===== src/rtl/pif_xbus_master_pkg.sv =====
// pif_xbus_master_pkg: shared PIF widths, read latency and XI-bus initiator state encoding
package pif_xbus_master_pkg;
    localparam int TXA              = 3;
    localparam int TXSubA           = 3;
    localparam int I2C_DATA_BITS    = 6;
    localparam int PIF_READ_LATENCY = 5;
    localparam int PIFM_LEN_W       = 4;
    typedef enum logic [2:0] {
        PIFM_IDLE    = 3'd0,
        PIFM_WR      = 3'd1,
        PIFM_RD_WAIT = 3'd2,
        PIFM_RD_RESP = 3'd3,
        PIFM_RD_FIN  = 3'd4
    } pifm_state_e;
endpackage


===== src/rtl/pif_xbus_master_if.sv =====
// pif_xbus_master_if: host command/response streams plus the XI/XO responder bus
// master: the bus initiator (drives cmd_ready, rsp_*, busy, XI_*; samples cmd_*, rsp_ready, XO)
// slave:  the environment side (host decoder, response sink and responders)
interface pif_xbus_master_if
    import pif_xbus_master_pkg::*;
#(
    parameter int ADDR_W = TXA + 1,
    parameter int SUBA_W = TXSubA + 1,
    parameter int DATA_W = I2C_DATA_BITS,
    parameter int LEN_W  = PIFM_LEN_W
);
    logic              cmd_valid;
    logic              cmd_ready;
    logic              cmd_rd;
    logic [ADDR_W-1:0] cmd_addr;
    logic [SUBA_W-1:0] cmd_suba;
    logic [LEN_W-1:0]  cmd_len;
    logic [DATA_W-1:0] cmd_data;
    logic              rsp_valid;
    logic              rsp_ready;
    logic [7:0]        rsp_data;
    logic              rsp_last;
    logic              busy;
    logic              XI_PWr;
    logic [ADDR_W-1:0] XI_PRWA;
    logic              XI_PRdFinished;
    logic [SUBA_W-1:0] XI_PRdSubA;
    logic [DATA_W-1:0] XI_PD;
    logic [7:0]        XO;
    modport master (
        input  cmd_valid, cmd_rd, cmd_addr, cmd_suba, cmd_len, cmd_data, rsp_ready, XO,
        output cmd_ready, rsp_valid, rsp_data, rsp_last, busy,
        output XI_PWr, XI_PRWA, XI_PRdFinished, XI_PRdSubA, XI_PD
    );
    modport slave (
        output cmd_valid, cmd_rd, cmd_addr, cmd_suba, cmd_len, cmd_data, rsp_ready, XO,
        input  cmd_ready, rsp_valid, rsp_data, rsp_last, busy,
        input  XI_PWr, XI_PRWA, XI_PRdFinished, XI_PRdSubA, XI_PD
    );
endinterface


===== src/rtl/pif_xbus_master.sv =====
// pif_xbus_master: XI-bus initiator turning host commands into write strobes and latency-timed read bursts
// Ports: xclk (clock), sys_rst (synchronous, active-low reset),
//        bus (master modport: command stream in, read bytes out, busy, XI record out, XO byte in)
module pif_xbus_master
    import pif_xbus_master_pkg::*;
#(
    parameter int ADDR_W       = TXA + 1,
    parameter int SUBA_W       = TXSubA + 1,
    parameter int DATA_W       = I2C_DATA_BITS,
    parameter int LEN_W        = PIFM_LEN_W,
    parameter int READ_LATENCY = PIF_READ_LATENCY
) (
    input  logic              xclk,
    input  logic              sys_rst,
    pif_xbus_master_if.master bus
);
    // Loaded on each address/sub-address change; capture happens on the edge after it reaches 0,
    // so XO is sampled exactly READ_LATENCY edges after the bus was driven.
    localparam logic [3:0] WAIT_INIT = 4'(READ_LATENCY - 1);

    pifm_state_e       state_q, state_d;
    logic [3:0]        wait_q, wait_d;
    logic [LEN_W-1:0]  rem_q, rem_d;
    logic              cmd_ready_q, cmd_ready_d;
    logic              busy_q, busy_d;
    logic              rsp_valid_q, rsp_valid_d;
    logic              rsp_last_q, rsp_last_d;
    logic [7:0]        rsp_data_q, rsp_data_d;
    logic              pwr_q, pwr_d;
    logic              fin_q, fin_d;
    logic [ADDR_W-1:0] addr_q, addr_d;
    logic [SUBA_W-1:0] suba_q, suba_d;
    logic [DATA_W-1:0] pd_q, pd_d;
    logic              accept;
    logic              handshake;

    assign accept    = bus.cmd_valid & cmd_ready_q;
    assign handshake = rsp_valid_q & bus.rsp_ready;

    always_ff @(posedge xclk) begin
        if (!sys_rst) begin
            state_q     <= PIFM_IDLE;
            wait_q      <= '0;
            rem_q       <= '0;
            cmd_ready_q <= 1'b1;
            busy_q      <= 1'b0;
            rsp_valid_q <= 1'b0;
            rsp_last_q  <= 1'b0;
            rsp_data_q  <= '0;
            pwr_q       <= 1'b0;
            fin_q       <= 1'b0;
            addr_q      <= '0;
            suba_q      <= '0;
            pd_q        <= '0;
        end else begin
            state_q     <= state_d;
            wait_q      <= wait_d;
            rem_q       <= rem_d;
            cmd_ready_q <= cmd_ready_d;
            busy_q      <= busy_d;
            rsp_valid_q <= rsp_valid_d;
            rsp_last_q  <= rsp_last_d;
            rsp_data_q  <= rsp_data_d;
            pwr_q       <= pwr_d;
            fin_q       <= fin_d;
            addr_q      <= addr_d;
            suba_q      <= suba_d;
            pd_q        <= pd_d;
        end
    end

    always_comb begin
        state_d = state_q;
        case (state_q)
            PIFM_IDLE:    state_d = !accept ? PIFM_IDLE : bus.cmd_rd ? PIFM_RD_WAIT : PIFM_WR;
            PIFM_WR:      state_d = PIFM_IDLE;
            PIFM_RD_WAIT: state_d = (wait_q == '0) ? PIFM_RD_RESP : PIFM_RD_WAIT;
            PIFM_RD_RESP: state_d = handshake ? PIFM_RD_FIN : PIFM_RD_RESP;
            PIFM_RD_FIN:  state_d = (rem_q == '0) ? PIFM_IDLE : PIFM_RD_WAIT;
            default:      state_d = PIFM_IDLE;
        endcase
    end

    // Every output is a flop; its next value is derived here from the current state and the
    // upcoming state so that cmd_ready/busy change on the same edge as the state itself.
    always_comb begin
        wait_d      = wait_q;
        rem_d       = rem_q;
        rsp_valid_d = rsp_valid_q;
        rsp_last_d  = rsp_last_q;
        rsp_data_d  = rsp_data_q;
        addr_d      = addr_q;
        suba_d      = suba_q;
        pd_d        = pd_q;
        pwr_d       = 1'b0;
        fin_d       = 1'b0;
        cmd_ready_d = (state_d == PIFM_IDLE);
        busy_d      = (state_d != PIFM_IDLE);
        case (state_q)
            PIFM_IDLE: begin
                if (accept) begin
                    addr_d = bus.cmd_addr;
                    if (bus.cmd_rd) begin
                        suba_d = bus.cmd_suba;
                        rem_d  = bus.cmd_len;
                        wait_d = WAIT_INIT;
                    end else begin
                        pd_d  = bus.cmd_data;
                        pwr_d = 1'b1;
                    end
                end
            end
            PIFM_RD_WAIT: begin
                if (wait_q == '0) begin
                    rsp_data_d  = bus.XO;
                    rsp_valid_d = 1'b1;
                    rsp_last_d  = (rem_q == '0);
                end else begin
                    wait_d = wait_q - 1'b1;
                end
            end
            PIFM_RD_RESP: begin
                if (handshake) begin
                    rsp_valid_d = 1'b0;
                    fin_d       = 1'b1;
                end
            end
            PIFM_RD_FIN: begin
                // Sub-address wraps naturally at 2^SUBA_W.
                if (rem_q != '0) begin
                    rem_d  = rem_q - 1'b1;
                    suba_d = suba_q + 1'b1;
                    wait_d = WAIT_INIT;
                end
            end
            default: ;
        endcase
    end

    assign bus.cmd_ready      = cmd_ready_q;
    assign bus.busy           = busy_q;
    assign bus.rsp_valid      = rsp_valid_q;
    assign bus.rsp_data       = rsp_data_q;
    assign bus.rsp_last       = rsp_last_q;
    assign bus.XI_PWr         = pwr_q;
    assign bus.XI_PRWA        = addr_q;
    assign bus.XI_PRdFinished = fin_q;
    assign bus.XI_PRdSubA     = suba_q;
    assign bus.XI_PD          = pd_q;
endmodule


===== src/flat_wrapper.sv =====
// flat-port wrapper written by rule: the top's interface ports become plain ports
module pif_xbus_master_flat import pif_xbus_master_pkg::*;
#(
    parameter int ADDR_W       = TXA + 1,
    parameter int SUBA_W       = TXSubA + 1,
    parameter int DATA_W       = I2C_DATA_BITS,
    parameter int LEN_W        = PIFM_LEN_W,
    parameter int READ_LATENCY = PIF_READ_LATENCY
)
  (xclk, sys_rst, bus_cmd_valid, bus_cmd_rd, bus_cmd_addr, bus_cmd_suba, bus_cmd_len, bus_cmd_data, bus_rsp_ready, bus_XO, bus_cmd_ready, bus_rsp_valid, bus_rsp_data, bus_rsp_last, bus_busy, bus_XI_PWr, bus_XI_PRWA, bus_XI_PRdFinished, bus_XI_PRdSubA, bus_XI_PD);
  pif_xbus_master_if #(.ADDR_W(ADDR_W), .SUBA_W(SUBA_W), .DATA_W(DATA_W), .LEN_W(LEN_W)) bus_i ();
  input  logic xclk;
  input  logic sys_rst;
  input wire logic [$bits(bus_i.cmd_valid)-1:0] bus_cmd_valid;
  input wire logic [$bits(bus_i.cmd_rd)-1:0] bus_cmd_rd;
  input wire logic [$bits(bus_i.cmd_addr)-1:0] bus_cmd_addr;
  input wire logic [$bits(bus_i.cmd_suba)-1:0] bus_cmd_suba;
  input wire logic [$bits(bus_i.cmd_len)-1:0] bus_cmd_len;
  input wire logic [$bits(bus_i.cmd_data)-1:0] bus_cmd_data;
  input wire logic [$bits(bus_i.rsp_ready)-1:0] bus_rsp_ready;
  input wire logic [$bits(bus_i.XO)-1:0] bus_XO;
  output wire logic [$bits(bus_i.cmd_ready)-1:0] bus_cmd_ready;
  output wire logic [$bits(bus_i.rsp_valid)-1:0] bus_rsp_valid;
  output wire logic [$bits(bus_i.rsp_data)-1:0] bus_rsp_data;
  output wire logic [$bits(bus_i.rsp_last)-1:0] bus_rsp_last;
  output wire logic [$bits(bus_i.busy)-1:0] bus_busy;
  output wire logic [$bits(bus_i.XI_PWr)-1:0] bus_XI_PWr;
  output wire logic [$bits(bus_i.XI_PRWA)-1:0] bus_XI_PRWA;
  output wire logic [$bits(bus_i.XI_PRdFinished)-1:0] bus_XI_PRdFinished;
  output wire logic [$bits(bus_i.XI_PRdSubA)-1:0] bus_XI_PRdSubA;
  output wire logic [$bits(bus_i.XI_PD)-1:0] bus_XI_PD;
  assign bus_i.cmd_valid = bus_cmd_valid;
  assign bus_i.cmd_rd = bus_cmd_rd;
  assign bus_i.cmd_addr = bus_cmd_addr;
  assign bus_i.cmd_suba = bus_cmd_suba;
  assign bus_i.cmd_len = bus_cmd_len;
  assign bus_i.cmd_data = bus_cmd_data;
  assign bus_i.rsp_ready = bus_rsp_ready;
  assign bus_i.XO = bus_XO;
  assign bus_cmd_ready = bus_i.cmd_ready;
  assign bus_rsp_valid = bus_i.rsp_valid;
  assign bus_rsp_data = bus_i.rsp_data;
  assign bus_rsp_last = bus_i.rsp_last;
  assign bus_busy = bus_i.busy;
  assign bus_XI_PWr = bus_i.XI_PWr;
  assign bus_XI_PRWA = bus_i.XI_PRWA;
  assign bus_XI_PRdFinished = bus_i.XI_PRdFinished;
  assign bus_XI_PRdSubA = bus_i.XI_PRdSubA;
  assign bus_XI_PD = bus_i.XI_PD;
  pif_xbus_master #(.ADDR_W(ADDR_W), .SUBA_W(SUBA_W), .DATA_W(DATA_W), .LEN_W(LEN_W), .READ_LATENCY(READ_LATENCY)) u_core (.xclk(xclk), .sys_rst(sys_rst), .bus(bus_i));
endmodule

===== config.mk =====
export PLATFORM = sky130hd
export DESIGN_NAME = pif_xbus_master_flat
export DESIGN_NICKNAME = d
export VERILOG_FILES = /design/src/rtl/pif_xbus_master_pkg.sv /design/src/rtl/pif_xbus_master_if.sv /design/src/rtl/pif_xbus_master.sv /design/src/flat_wrapper.sv
export SDC_FILE = /design/constraint.sdc
export NUM_CORES = 1
export LEC_CHECK = 0
export CAP_MARGIN = 40
export CELL_PAD_IN_SITES_DETAIL_PLACEMENT = 1
export CELL_PAD_IN_SITES_GLOBAL_PLACEMENT = 1
export CORE_MARGIN = 2
export CORE_UTILIZATION = 34
export CTS_BUF_LIST = sky130_fd_sc_hd__clkbuf_8
export DETAILED_ROUTE_END_ITERATION = 10
export PLACE_DENSITY = 0.93
export SYNTH_ARGS = -nofsm -noshare
export SYNTH_HDL_FRONTEND = slang
export SYNTH_SLANG_ARGS = --single-unit
export TNS_END_PERCENT = 5

===== constraint.sdc =====
create_clock -name xclk -period 1.9 [get_ports xclk]
set_clock_uncertainty 0.05 [all_clocks]
set_input_delay 0.19 -clock xclk [delete_from_list [all_inputs] [get_ports xclk]]
set_output_delay 0.19 -clock xclk [all_outputs]
set_load 0.01 [all_outputs]

==> summary.md <==
| Metric | Value |
|---|---|
| Status | `finished clean` |
| Logic pwr share | `0.340` |
| Crit Path Category | `flip-flop to flip-flop` |
| Port bufs | `58` |
| Setup TNS | `0 ns` |
| Net Sw Power | `0.762 mW` |
| HP Class | `input pin to flip-flop` |
| Origin of the worst min-delay path | `bus_cmd_data[1]` |
| Layout Cells excl Fill | `337` |
| Largest net degree at the start of global routing | `21` |
| DP Wirelength | `3.85 mm` |
| Worst slew pin tran | `0.572 ns` |
| Pwr Density | `just under 900 nW/um2` |
| Syn-to-layout area delta | `48.8%` |
| Antenna Cells | `0` |
| Area share of the largest cell type after synthesis | `0.438` |
| Num CTS Buffers | `5` |
| Startpoint Class | `flip-flop` |
| Hold depth | `3` |
| CP Data Arrival Time | `1.98 ns` |
| Worst Hold Endpoint | `u_core.bus.XI_PD[1]$_SDFFE_PN0P_` |
| Clock Root Buffer | `clkbuf_8` |
| Initial antenna violation count | `0` |
| GRT Util Overall | `0.184` |
| Worst r2r dst | `u_core.bus.busy$_SDFF_PN0_` |
| Slowest-stage cell, CP | `a221o_1` |
| P_int | `1.61 mW` |
| Leakage Power | `approximately 1.1 nW` |
| R2R Setup Slk | `0.07 ns` |
| Vias in the first global route | `1806` |
| CTS Hold Bufs | `0` |
| Initial DRC count | `74` |
| Rel. slew slack | `0.615` |
| Yosys cell types | `40` |
| RSZ-0062 raised after global routing | `true` |
| I/O pin count | `59` |
| Core footprint | `5070 um2` |
| GR Overflow Total | `0` |
| First-pass GRT wire length | `8.60 mm` |
| Top delay family on crit path | `compound AO/OA/AOI/OAI gates` |
| Total of max-cap violations | `0` |
| Worst path buffer plus inverter count | `2` |
| CTS Buffer Depth | `2` |
| Row cnt | `26` |
| H-tree levels | `2` |
| Fin. Hold Viols | `0` |
| Via count | `1712` |
| Crit end category | `flip-flop` |
| Pre-antenna DRT Iters | `4` |
| Die Wd | `76.4 um` |
| Worst R2R Start | `u_core.rem_q[1]$_SDFFE_PN0P_` |
| Sequential share of power | `0.425` |
| Vias/cell | `5.08` |
| Synthesized instance count | `198` |
| Residual DRC | `0` |
| FF-to-FF path depth | `7` |
| Syn_nets | `approximately 230` |
| Reg clk slew, reported paths | `0.08 ns` |
| Flops & latches, synth | `39` |
| WL per Instance | `about 15 um` |
| Total wire length | `5.18 mm` |
| Synth area leaders | `dfxtp_1 44%, mux2i_1 7.3%, nor2_1 4.6%` |
| Clock Latency Late Sink | `0.30 ns` |
| Final Slew Violations | `0` |
| NumNets Final | `300` |
| Synth Warn # | `0` |
| Final Core Density | `0.522` |
| Post-route antenna net violation count | `0` |
| Final setup vio count | `0` |
| Final worst-path cycle share | `0.965` |
| Fmax | `545 MHz` |
| Clock sinks | `39` |
| Required time of the critical path | `~2.0 ns` |
| Placed cells | `329` |
| Place WS | `-0.132 ns` |
| Peak supply drop | `0.000446 V` |
| Largest area contributor in the netlist | `dfxtp_1` |
| CTS tree | `built` |
| Die Y | `76.4 um` |
| Die area | `5840 um2` |
| Period minus WS final | `1.83 ns` |
| Syn avg cell area | `9.00 um2` |
| Setup ws final | `0.0656 ns` |
| Postcts setup bufs | `0` |
| Switch share | `0.322` |
| CP Cell Sequence | `inv_1, ha_1, nor3b_2, buf_4, o21bai_1, a221o_1, a211o_1` |
| GP Congestion | `0.796` |
| Slowest cell delay on critical path | `0.35 ns` |
| Synthesized area | `1780 um2` |
| Power share of the clock group | `0.235` |
| Seq/Total Area, Yosys | `0.438` |
| Share of cells above drive strength 1 | `0.139` |
| Worst-path fanout max | `3` |
| Starting Density | `0.351` |
-- Yosys cell counts (all sizes together) --
library cell	n
nor2	22
o211ai	1
a2111oi	2
a221o	1
a211oi	3
a211o	3
nor4	1
a2bb2oi	1
nand2	20
or3	1
buf	8
ha	3
nor3	7
or4	2
or3b	3
dfxtp	39
nand3	2
o311ai	4
o2111ai	1
nand3b	3
or2	2
mux2i	13
nor3b	3
o21bai	1
o31ai	4
a31oi	2
a21o	2
a21oi	13
inv	8
o221a	3
nor2b	1
nand2b	2
o21ai	3
and2	3
and3	5
clkbuf	6
-- through the flow --
| stage | area, um2 | hold slack, ns | power (mW) |
|---|---|---|---|
| 2_1_floorplan | 1780 | 0.276 | 1.41 |
| 3_3_place_gp | 2530 | 0.395 | 1.75 |
| 3_5_place_dp | 2530 | 0.401 | 1.79 |
| 4_1_cts | 2620 | 0.380 | 2.35 |
| 5_1_grt | 2650 | 0.405 | 2.50 |
| 6_report | 2650 | 0.382 | 2.37 |
-- area by class of cell --
class | instances | area (um2)
well taps | 70 | 87.6
multi-input cells | 137 | 935
clock inverters | 3 | 16.3
inverters | 8 | 30.0
fillers | 603 | 2420
clock buffers | 5 | 68.8
repair buffers | 75 | 733
flip-flops and latches | 39 | 781
-- worst max-delay path by stage --
stage	startpoint	endpoint	slack [ns]	cells past startpoint
floorplan	u_core.wait_q[0]$_SDFFE_PN0P_	u_core.bus.rsp_last$_SDFFE_PN0P_	0.17	7
global placement	bus_cmd_rd	u_core.bus.XI_PRdSubA[0]$_SDFFE_PN0P_	-0.06	5
detailed placement	bus_cmd_rd	u_core.rem_q[0]$_SDFFE_PN0P_	-0.13	5
CTS	u_core.rem_q[1]$_SDFFE_PN0P_	u_core.bus.busy$_SDFF_PN0_	0.003	7
global route	u_core.state_q[0]$_SDFF_PN0_	u_core.rem_q[0]$_SDFFE_PN0P_	-0.05	4
finish	u_core.rem_q[1]$_SDFFE_PN0P_	u_core.bus.busy$_SDFF_PN0_	0.07	7
-- placed cells by master (no fill, tap or decap), types with 3 or more instances in the layout --
master	n
ha_1	3
o31ai_1	4
clkbuf_8	5
nor2_1	22
and2_1	3
mux2i_1	13
nor3_1	6
a211o_1	3
a21oi_1	13
and3_1	5
nand3b_1	3
o221a_2	3
nand2_1	20
inv_1	9
dfxtp_1	39
o311ai_0	3
clkdlybuf4s50_1	58
buf_4	15
-- logic make-up (layout without fill, tap and decap cells) --
kind of cell,after synthesis,count (layout),share of synthesized area
AO/OA/AOI/OAI,44,44,0.187
adder cells (fa/ha/maj),3,3,0.0211
AND/OR/NAND/NOR,77,77,0.221
multiplexers,13,13,0.0730
flip-flops,39,39,0.438
buffers and inverters,22,91,0.0590
-- worst min-delay path: stages --
cell and delay, ns:
clkdlybuf4s50_1 0.39, nand2_1 0.05, a21oi_1 0.05
-- metal layers --
metal  share of wire  up-vias  global-route usage
li1                -      842                   -
met1            0.41      814               0.193
met2            0.51       49               0.335
met3           0.063        7              0.0664
met4           0.014        0              0.0673
met5               0        -                   0
-- state kept, by name, indices dropped and copies added (netlist names) --
name	cells
u_core.bus.XI_PRdFinished	1
u_core.bus.rsp_data	8
u_core.bus.rsp_last	1
u_core.bus.cmd_ready	1
u_core.bus.busy	1
u_core.state_q	3
u_core.bus.rsp_valid	1
u_core.wait_q	4
u_core.rem_q	4
u_core.bus.XI_PRWA	4
u_core.bus.XI_PD	6
u_core.bus.XI_PWr	1
u_core.bus.XI_PRdSubA	4
-- timing repair --
action	CTS	global route
gates cloned	0	0
resized for setup	3	6
setup endpoints to repair	12	21
-- power groups by stage --
stage / combinational, mW / sequential (mW) / clock [mW]
3_3_place_gp: 0.734 / 1.02 / 0
5_1_grt: 0.873 / 1.03 / 0.603
2_1_floorplan: 0.383 / 1.03 / 0
3_5_place_dp: 0.763 / 1.02 / 0
6_report: 0.805 / 1.01 / 0.557
4_1_cts: 0.781 / 1.01 / 0.567
(Power assumes the default switching activity.)
